--- config.mk ---
export PLATFORM = sky130hd
export DESIGN_NAME = mem_stage
export DESIGN_NICKNAME = d
export VERILOG_FILES = /design/src/rtl/mips_pkg.sv /design/src/rtl/data_mem.sv /design/src/rtl/mem_stage.sv
export SDC_FILE = /design/constraint.sdc
export NUM_CORES = 2
export LEC_CHECK = 0
export CAP_MARGIN = 20
export CORE_ASPECT_RATIO = 0.9
export CORE_MARGIN = 2
export CORE_UTILIZATION = 55
export CTS_CLUSTER_SIZE = 30
export DETAILED_ROUTE_END_ITERATION = 8
export PLACE_DENSITY = 0.77
export REMOVE_ABC_BUFFERS = 1
export SLEW_MARGIN = 40
export SYNTH_ARGS = -nofsm -noshare
export SYNTH_HDL_FRONTEND = slang
export SYNTH_SLANG_ARGS = --single-unit
--- constraint.sdc ---
create_clock -name clk -period 5.7 [get_ports clk]
set_input_delay 1.14 -clock clk [delete_from_list [all_inputs] [get_ports clk]]
set_output_delay 1.14 -clock clk [all_outputs]
set_load 0.01 [all_outputs]
--- src/rtl/mips_pkg.sv ---
// Opcode constants and decode helpers shared by the 16-bit MIPS-style core
// (ALU controller, memory stage and anything else that classifies ins[15:12]).
package mips_pkg;

    typedef logic [3:0] opcode_t;

    localparam opcode_t OP_RTYPE = 4'b0000;
    localparam opcode_t OP_LW    = 4'b1000;
    localparam opcode_t OP_BEQ   = 4'b1001;
    localparam opcode_t OP_BNE   = 4'b1010;
    localparam opcode_t OP_SW    = 4'b1011;
    localparam opcode_t OP_BR3   = 4'b1100;

    // R-type, every ALU-immediate (0001..0111) and LW write the register file.
    function automatic logic writes_reg(input opcode_t op);
        return (op == OP_RTYPE) || (op < OP_LW) || (op == OP_LW);
    endfunction

    function automatic logic is_branch(input opcode_t op);
        return (op == OP_BEQ) || (op == OP_BNE) || (op == OP_BR3);
    endfunction

endpackage

--- src/rtl/data_mem.sv ---
// Data memory: DEPTH x 16 words, combinational read, synchronous gated write.
module data_mem #(
    parameter int DEPTH  = 256,
    parameter int ADDR_W = 8
) (
    input  logic              clk,
    input  logic              we,
    input  logic [ADDR_W-1:0] addr,
    input  logic [15:0]       wdata,
    output logic [15:0]       rdata
);

    logic [15:0] mem [DEPTH];

    always_ff @(posedge clk) begin
        if (we) begin
            mem[addr] <= wdata;
        end
    end

    assign rdata = mem[addr];

endmodule

--- src/rtl/mem_stage.sv ---
// Memory stage: EX/MEM register, branch redirect, data-memory access,
// MEM/WB register and the EX/MEM forwarding tap.
module mem_stage
    import mips_pkg::*;
#(
    parameter int DEPTH  = 256,
    parameter int ADDR_W = 8
) (
    input  logic        clk,
    input  logic        rst_n,
    input  logic        stall,
    input  logic        flush,
    input  logic [15:0] result_ex,
    input  logic [15:0] write_data_ex,
    input  logic [15:0] ins_ex,
    input  logic [2:0]  wba_ex,
    input  logic        do_branch_ex,
    input  logic [15:0] branch_addr_ex,
    output logic        branch_taken,
    output logic [15:0] branch_target,
    output logic        fwd_valid,
    output logic [2:0]  fwd_addr,
    output logic [15:0] fwd_data,
    output logic        wb_en,
    output logic [2:0]  wb_addr,
    output logic [15:0] wb_data,
    output logic [15:0] ins_wb
);

    logic        ex_valid_reg;
    logic [15:0] ex_result_reg;
    logic [15:0] ex_wdata_reg;
    logic [15:0] ex_ins_reg;
    logic [2:0]  ex_wba_reg;
    logic        ex_dob_reg;
    logic [15:0] ex_baddr_reg;

    logic        wb_en_reg;
    logic [2:0]  wb_addr_reg;
    logic [15:0] wb_data_reg;
    logic [15:0] ins_wb_reg;

    opcode_t            ex_op;
    logic               ex_is_lw;
    logic               ex_is_sw;
    logic               mem_we;
    logic [ADDR_W-1:0]  mem_index;
    logic [15:0]        mem_rdata;
    logic               wb_en_next;
    logic [15:0]        wb_data_next;

    // A flushed slot only clears valid; the payload is don't-care and simply held.
    always_ff @(posedge clk or negedge rst_n) begin
        if (!rst_n) begin
            ex_valid_reg  <= 1'b0;
            ex_result_reg <= '0;
            ex_wdata_reg  <= '0;
            ex_ins_reg    <= '0;
            ex_wba_reg    <= '0;
            ex_dob_reg    <= 1'b0;
            ex_baddr_reg  <= '0;
        end else if (flush) begin
            ex_valid_reg  <= 1'b0;
        end else if (!stall) begin
            ex_valid_reg  <= 1'b1;
            ex_result_reg <= result_ex;
            ex_wdata_reg  <= write_data_ex;
            ex_ins_reg    <= ins_ex;
            ex_wba_reg    <= wba_ex;
            ex_dob_reg    <= do_branch_ex;
            ex_baddr_reg  <= branch_addr_ex;
        end
    end

    assign ex_op     = ex_ins_reg[15:12];
    assign ex_is_lw  = (ex_op == OP_LW);
    assign ex_is_sw  = (ex_op == OP_SW);
    assign mem_index = ex_result_reg[ADDR_W:1];

    // Reset clears ex_valid_reg asynchronously, so a store caught by reset never writes.
    assign mem_we = ex_valid_reg && ex_is_sw && !stall;

    data_mem #(
        .DEPTH  (DEPTH),
        .ADDR_W (ADDR_W)
    ) u_data_mem (
        .clk   (clk),
        .we    (mem_we),
        .addr  (mem_index),
        .wdata (ex_wdata_reg),
        .rdata (mem_rdata)
    );

    assign wb_en_next   = ex_valid_reg && writes_reg(ex_op);
    assign wb_data_next = ex_is_lw ? mem_rdata : ex_result_reg;

    always_ff @(posedge clk or negedge rst_n) begin
        if (!rst_n) begin
            wb_en_reg   <= 1'b0;
            wb_addr_reg <= '0;
            wb_data_reg <= '0;
            ins_wb_reg  <= '0;
        end else if (!stall) begin
            wb_en_reg   <= wb_en_next;
            wb_addr_reg <= ex_wba_reg;
            wb_data_reg <= wb_data_next;
            ins_wb_reg  <= ex_ins_reg;
        end
    end

    assign branch_taken  = ex_valid_reg && ex_dob_reg && is_branch(ex_op);
    assign branch_target = ex_baddr_reg;

    // Loads are excluded from forwarding: their data is not known until MEM/WB.
    assign fwd_valid = ex_valid_reg && writes_reg(ex_op) && !ex_is_lw;
    assign fwd_addr  = ex_wba_reg;
    assign fwd_data  = ex_result_reg;

    assign wb_en   = wb_en_reg;
    assign wb_addr = wb_addr_reg;
    assign wb_data = wb_data_reg;
    assign ins_wb  = ins_wb_reg;

endmodule

==> impl_results.md <==
* Final total negative setup slack at 0 ns
* Antenna violations before repair at 26
* Proportion of register bits with asynchronous set or reset after synthesis at 0.0250
* Count of input and output buffers at 144
* Number of warnings printed during yosys synthesis at 0
* Global route total overflow at 0
* Maximum fanout encountered on the critical timing path at 95
* Top cells by count, synth: sky130_fd_sc_hd__edfxtp_1, sky130_fd_sc_hd__mux4_2, sky130_fd_sc_hd__a22oi_1
* Number of violations of the max-capacitance limit at 0
* Fill cell count at roughly 18000
* TritonCTS clock tree: yes
* Transition at the pin with the smallest max-transition slack at 0.987 ns
* Number of setup violations in the final report at 0
* Max FFs per register at 4096
* Psw at 17200 µW
* Synthesized cell area at roughly 0.16 mm²
* Maximum resistive drop on vdd at 0.000287 V
* Worst setup path class: reg2reg
* CORE AREA at ~0.29 mm²
* Htree depth at 5
* Distinct cells, synth at 52
* Die boundary height at 515 µm
* Combinational fraction of design power at 0.122
* Clock network latency to the later pin of the worst-skew pair at 0.95 ns
* Post-cts hold buffer count at 0
* Fraction of power spent switching nets at 0.247
* Library cell with the highest instance count after synthesis: sky130_fd_sc_hd__edfxtp_1
* RePlAce Congestion at 0.901
* Top-level port count at 145
* Maximum frequency from static timing analysis at 218 MHz
* PwrDens at 383 mW/mm²
* Largest area contributor in the netlist: sky130_fd_sc_hd__edfxtp_1
* Area share of the largest cell type after synthesis at 0.771
* Maximum number of pins on one net before global-route repair at around 180
* Via count of the first global-routing pass at 81400
* Wirelength per Cell at 37.2 µm
* Final Hold Viols at 0
* Prevailing post-synth register cell: sky130_fd_sc_hd__edfxtp_1
* Detailed Route Iter0 Violations at approximately 15000
* Number of gates resized after cts at 0
* Multi-input gate area at 0.0322 mm²
* Final instance area at approximately 0.18 mm²
* Final antenna-violating net count at 0
* Seq. cell area at approximately 0.13 mm²
* Total placed instance area at 0.169 mm²
* Status: complete, but fails checks
* Seq pwr share at 0.511
* Clock root cell: sky130_fd_sc_hd__clkbuf_16
* Data required time of the critical path at 6.50 ns
* Data arrival time of the critical path at 5.40 ns
* Global-route usage over all layers at 0.296
* Clock buffers created by TritonCTS at 380
* Sequential-to-total area share from yosys stat at 0.787
* Vias after detailed routing at slightly above 80000
* Critical path cell sequence: buf_12, buf_16, mux4_2, mux2i_1, a211oi_1, a31oi_1, o21ai_0, a221o_1
* FF+latch count, synth at 4201
* Number of setup buffers added after CTS at 0
* Type of origin of the critical path: flip-flop
* Count of flip-flops with a built-in enable after synthesis at 4096
* Type of the worst min-delay path: in2async
* Register with the most flip-flops: u_data_mem.mem
* Drc violations at 2
* Die Area at 0.294 mm²
* Unrepaired setup endpoints after global routing: false
* Iteration count of the initial detailed-routing pass at 9
* Synthesized instance count at 6952
* Shortest period the worst path allows at 4.60 ns
* Violated checks: DRC
* Sink count of the clock tree at 4201
* Largest cells by area after synthesis: sky130_fd_sc_hd__edfxtp_1, sky130_fd_sc_hd__mux4_2, sky130_fd_sc_hd__a22oi_1
* Vias per std cell at 7.03
* Syn Area/Cell at 22.9 µm²
* First-pass GRT wire length at 616000 µm
* Worst slew margin relative to its limit at 0.342
* Initial core utilization at 0.553
* Crit path largest cell delay at 0.93 ns
* Final period util at 0.806
* Max-slew violations at 0
* Worst path slowest cell: sky130_fd_sc_hd__dfrtp_4
* Standby leakage power at 0.0565 µW
* Share of post-route cells with drive strength above 1 at 0.289
* Total Wirelength at ~440000 µm
* Total internal power at 52300 µW
* Cell family contributing the most delay on the critical path: compound AO/OA/AOI/OAI gates
* Clock Path Buffers at 4
* Endpoint class of the critical path: flip-flop
* Buffer and inverter count on the worst path at 2
* Nets@finish at roughly 7600
* Worst Skew at 0.0585 ns
* X dimension of the die at between 500 and 600 µm
* Cell row count at 187
* Placed wire-length estimate after detailed placement at 244000 µm
* Post-CTS clock slew at the launch and capture registers of the worst setup and hold paths at 0.07 ns
* Area added between synthesis and finish at 13.7%
* Fraction of power consumed by the clock network at 0.367
==> final cells by class <==
class	instances	area share
antenna	19	0.000262
clock buffer	479	0.0560
clock inverter	212	0.0112
inverter	5	0.000103
multi-input combinational	2323	0.177
sequential	4201	0.693
tap	3874	0.0267
timing repair buffer	659	0.0355
==> routing by layer <==
layer,part of all wire,vias up,global-route usage
met5,0.00048,-,0
met4,0.055,20,0.134
met3,0.14,1196,0.0888
met2,0.47,7565,0.454
met1,0.33,43000,0.396
li1,-,31000,-
==> logic make-up (layout without fill, tap and decap cells) <==
logic type	after synthesis	in the layout	share of synthesized area
flops	4201	4201	0.787
mux	1155	1155	0.155
other cells	0	19	0
xor+xnor	1	1	0.0000549
compound gates	803	803	0.0346
simple gates	364	364	0.00926
buf+inv	428	1355	0.0133
==> layout by cell type, fill, tap and decap left out, types with 77 or more instances in the layout <==
cell type                            n
sky130_fd_sc_hd__nor2_1            267
sky130_fd_sc_hd__clkbuf_1           82
sky130_fd_sc_hd__edfxtp_1         4096
sky130_fd_sc_hd__clkdlybuf4s50_1   142
sky130_fd_sc_hd__a22oi_1           444
sky130_fd_sc_hd__clkbuf_16         390
sky130_fd_sc_hd__mux4_2           1048
sky130_fd_sc_hd__clkinv_1           77
sky130_fd_sc_hd__a21oi_1           232
sky130_fd_sc_hd__mux2_2             88
sky130_fd_sc_hd__dfrtp_1            84
sky130_fd_sc_hd__buf_4             429
==> power by group through the flow <==
stage,sequential [µW],combinational [µW],clock [µW]
floorplan,37200,7690,0
global placement,36200,7770,0
detailed placement,36100,8090,0
CTS,35500,8220,25600
global route,35400,8730,26700
finish,35500,8490,25500
==> metrics by stage <==
| step | setup slack [ns] | utilization | power (µW) | hold WS (ns) | instances |
|---|---|---|---|---|---|
| floorplan | -45.28 | - | 44900 | 0.472 | 6529 |
| global placement | 0.490 | 0.584 | 44000 | 0.483 | 11000 |
| detailed placement | 1.09 | 0.585 | 44200 | 0.492 | 11100 |
| CTS | 1.06 | 0.627 | 69300 | 0.301 | 11700 |
| global route | 1.00 | 0.629 | 70900 | 0.294 | 11800 |
| finish | 1.10 | 0.629 | 69500 | 0.278 | 11800 |
==> worst paths after layout <==
check	to	start	slack, ns	cells after the start
setup / recovery	wb_data[7]	fwd_data[2]	1.10	8
hold / removal	ins_wb[3]	rst_n	0.28	1
setup reg to reg	wb_data[7]	fwd_data[2]	1.10	8
hold reg to reg	ins_wb[3]	ex_ins_reg[3]	0.49	1
max in group asynchronous	fwd_data[4]	rst_n	4.03	2
min in group clk	ins_wb[3]	ex_ins_reg[3]	0.49	1
(Power assumes the default switching activity.)
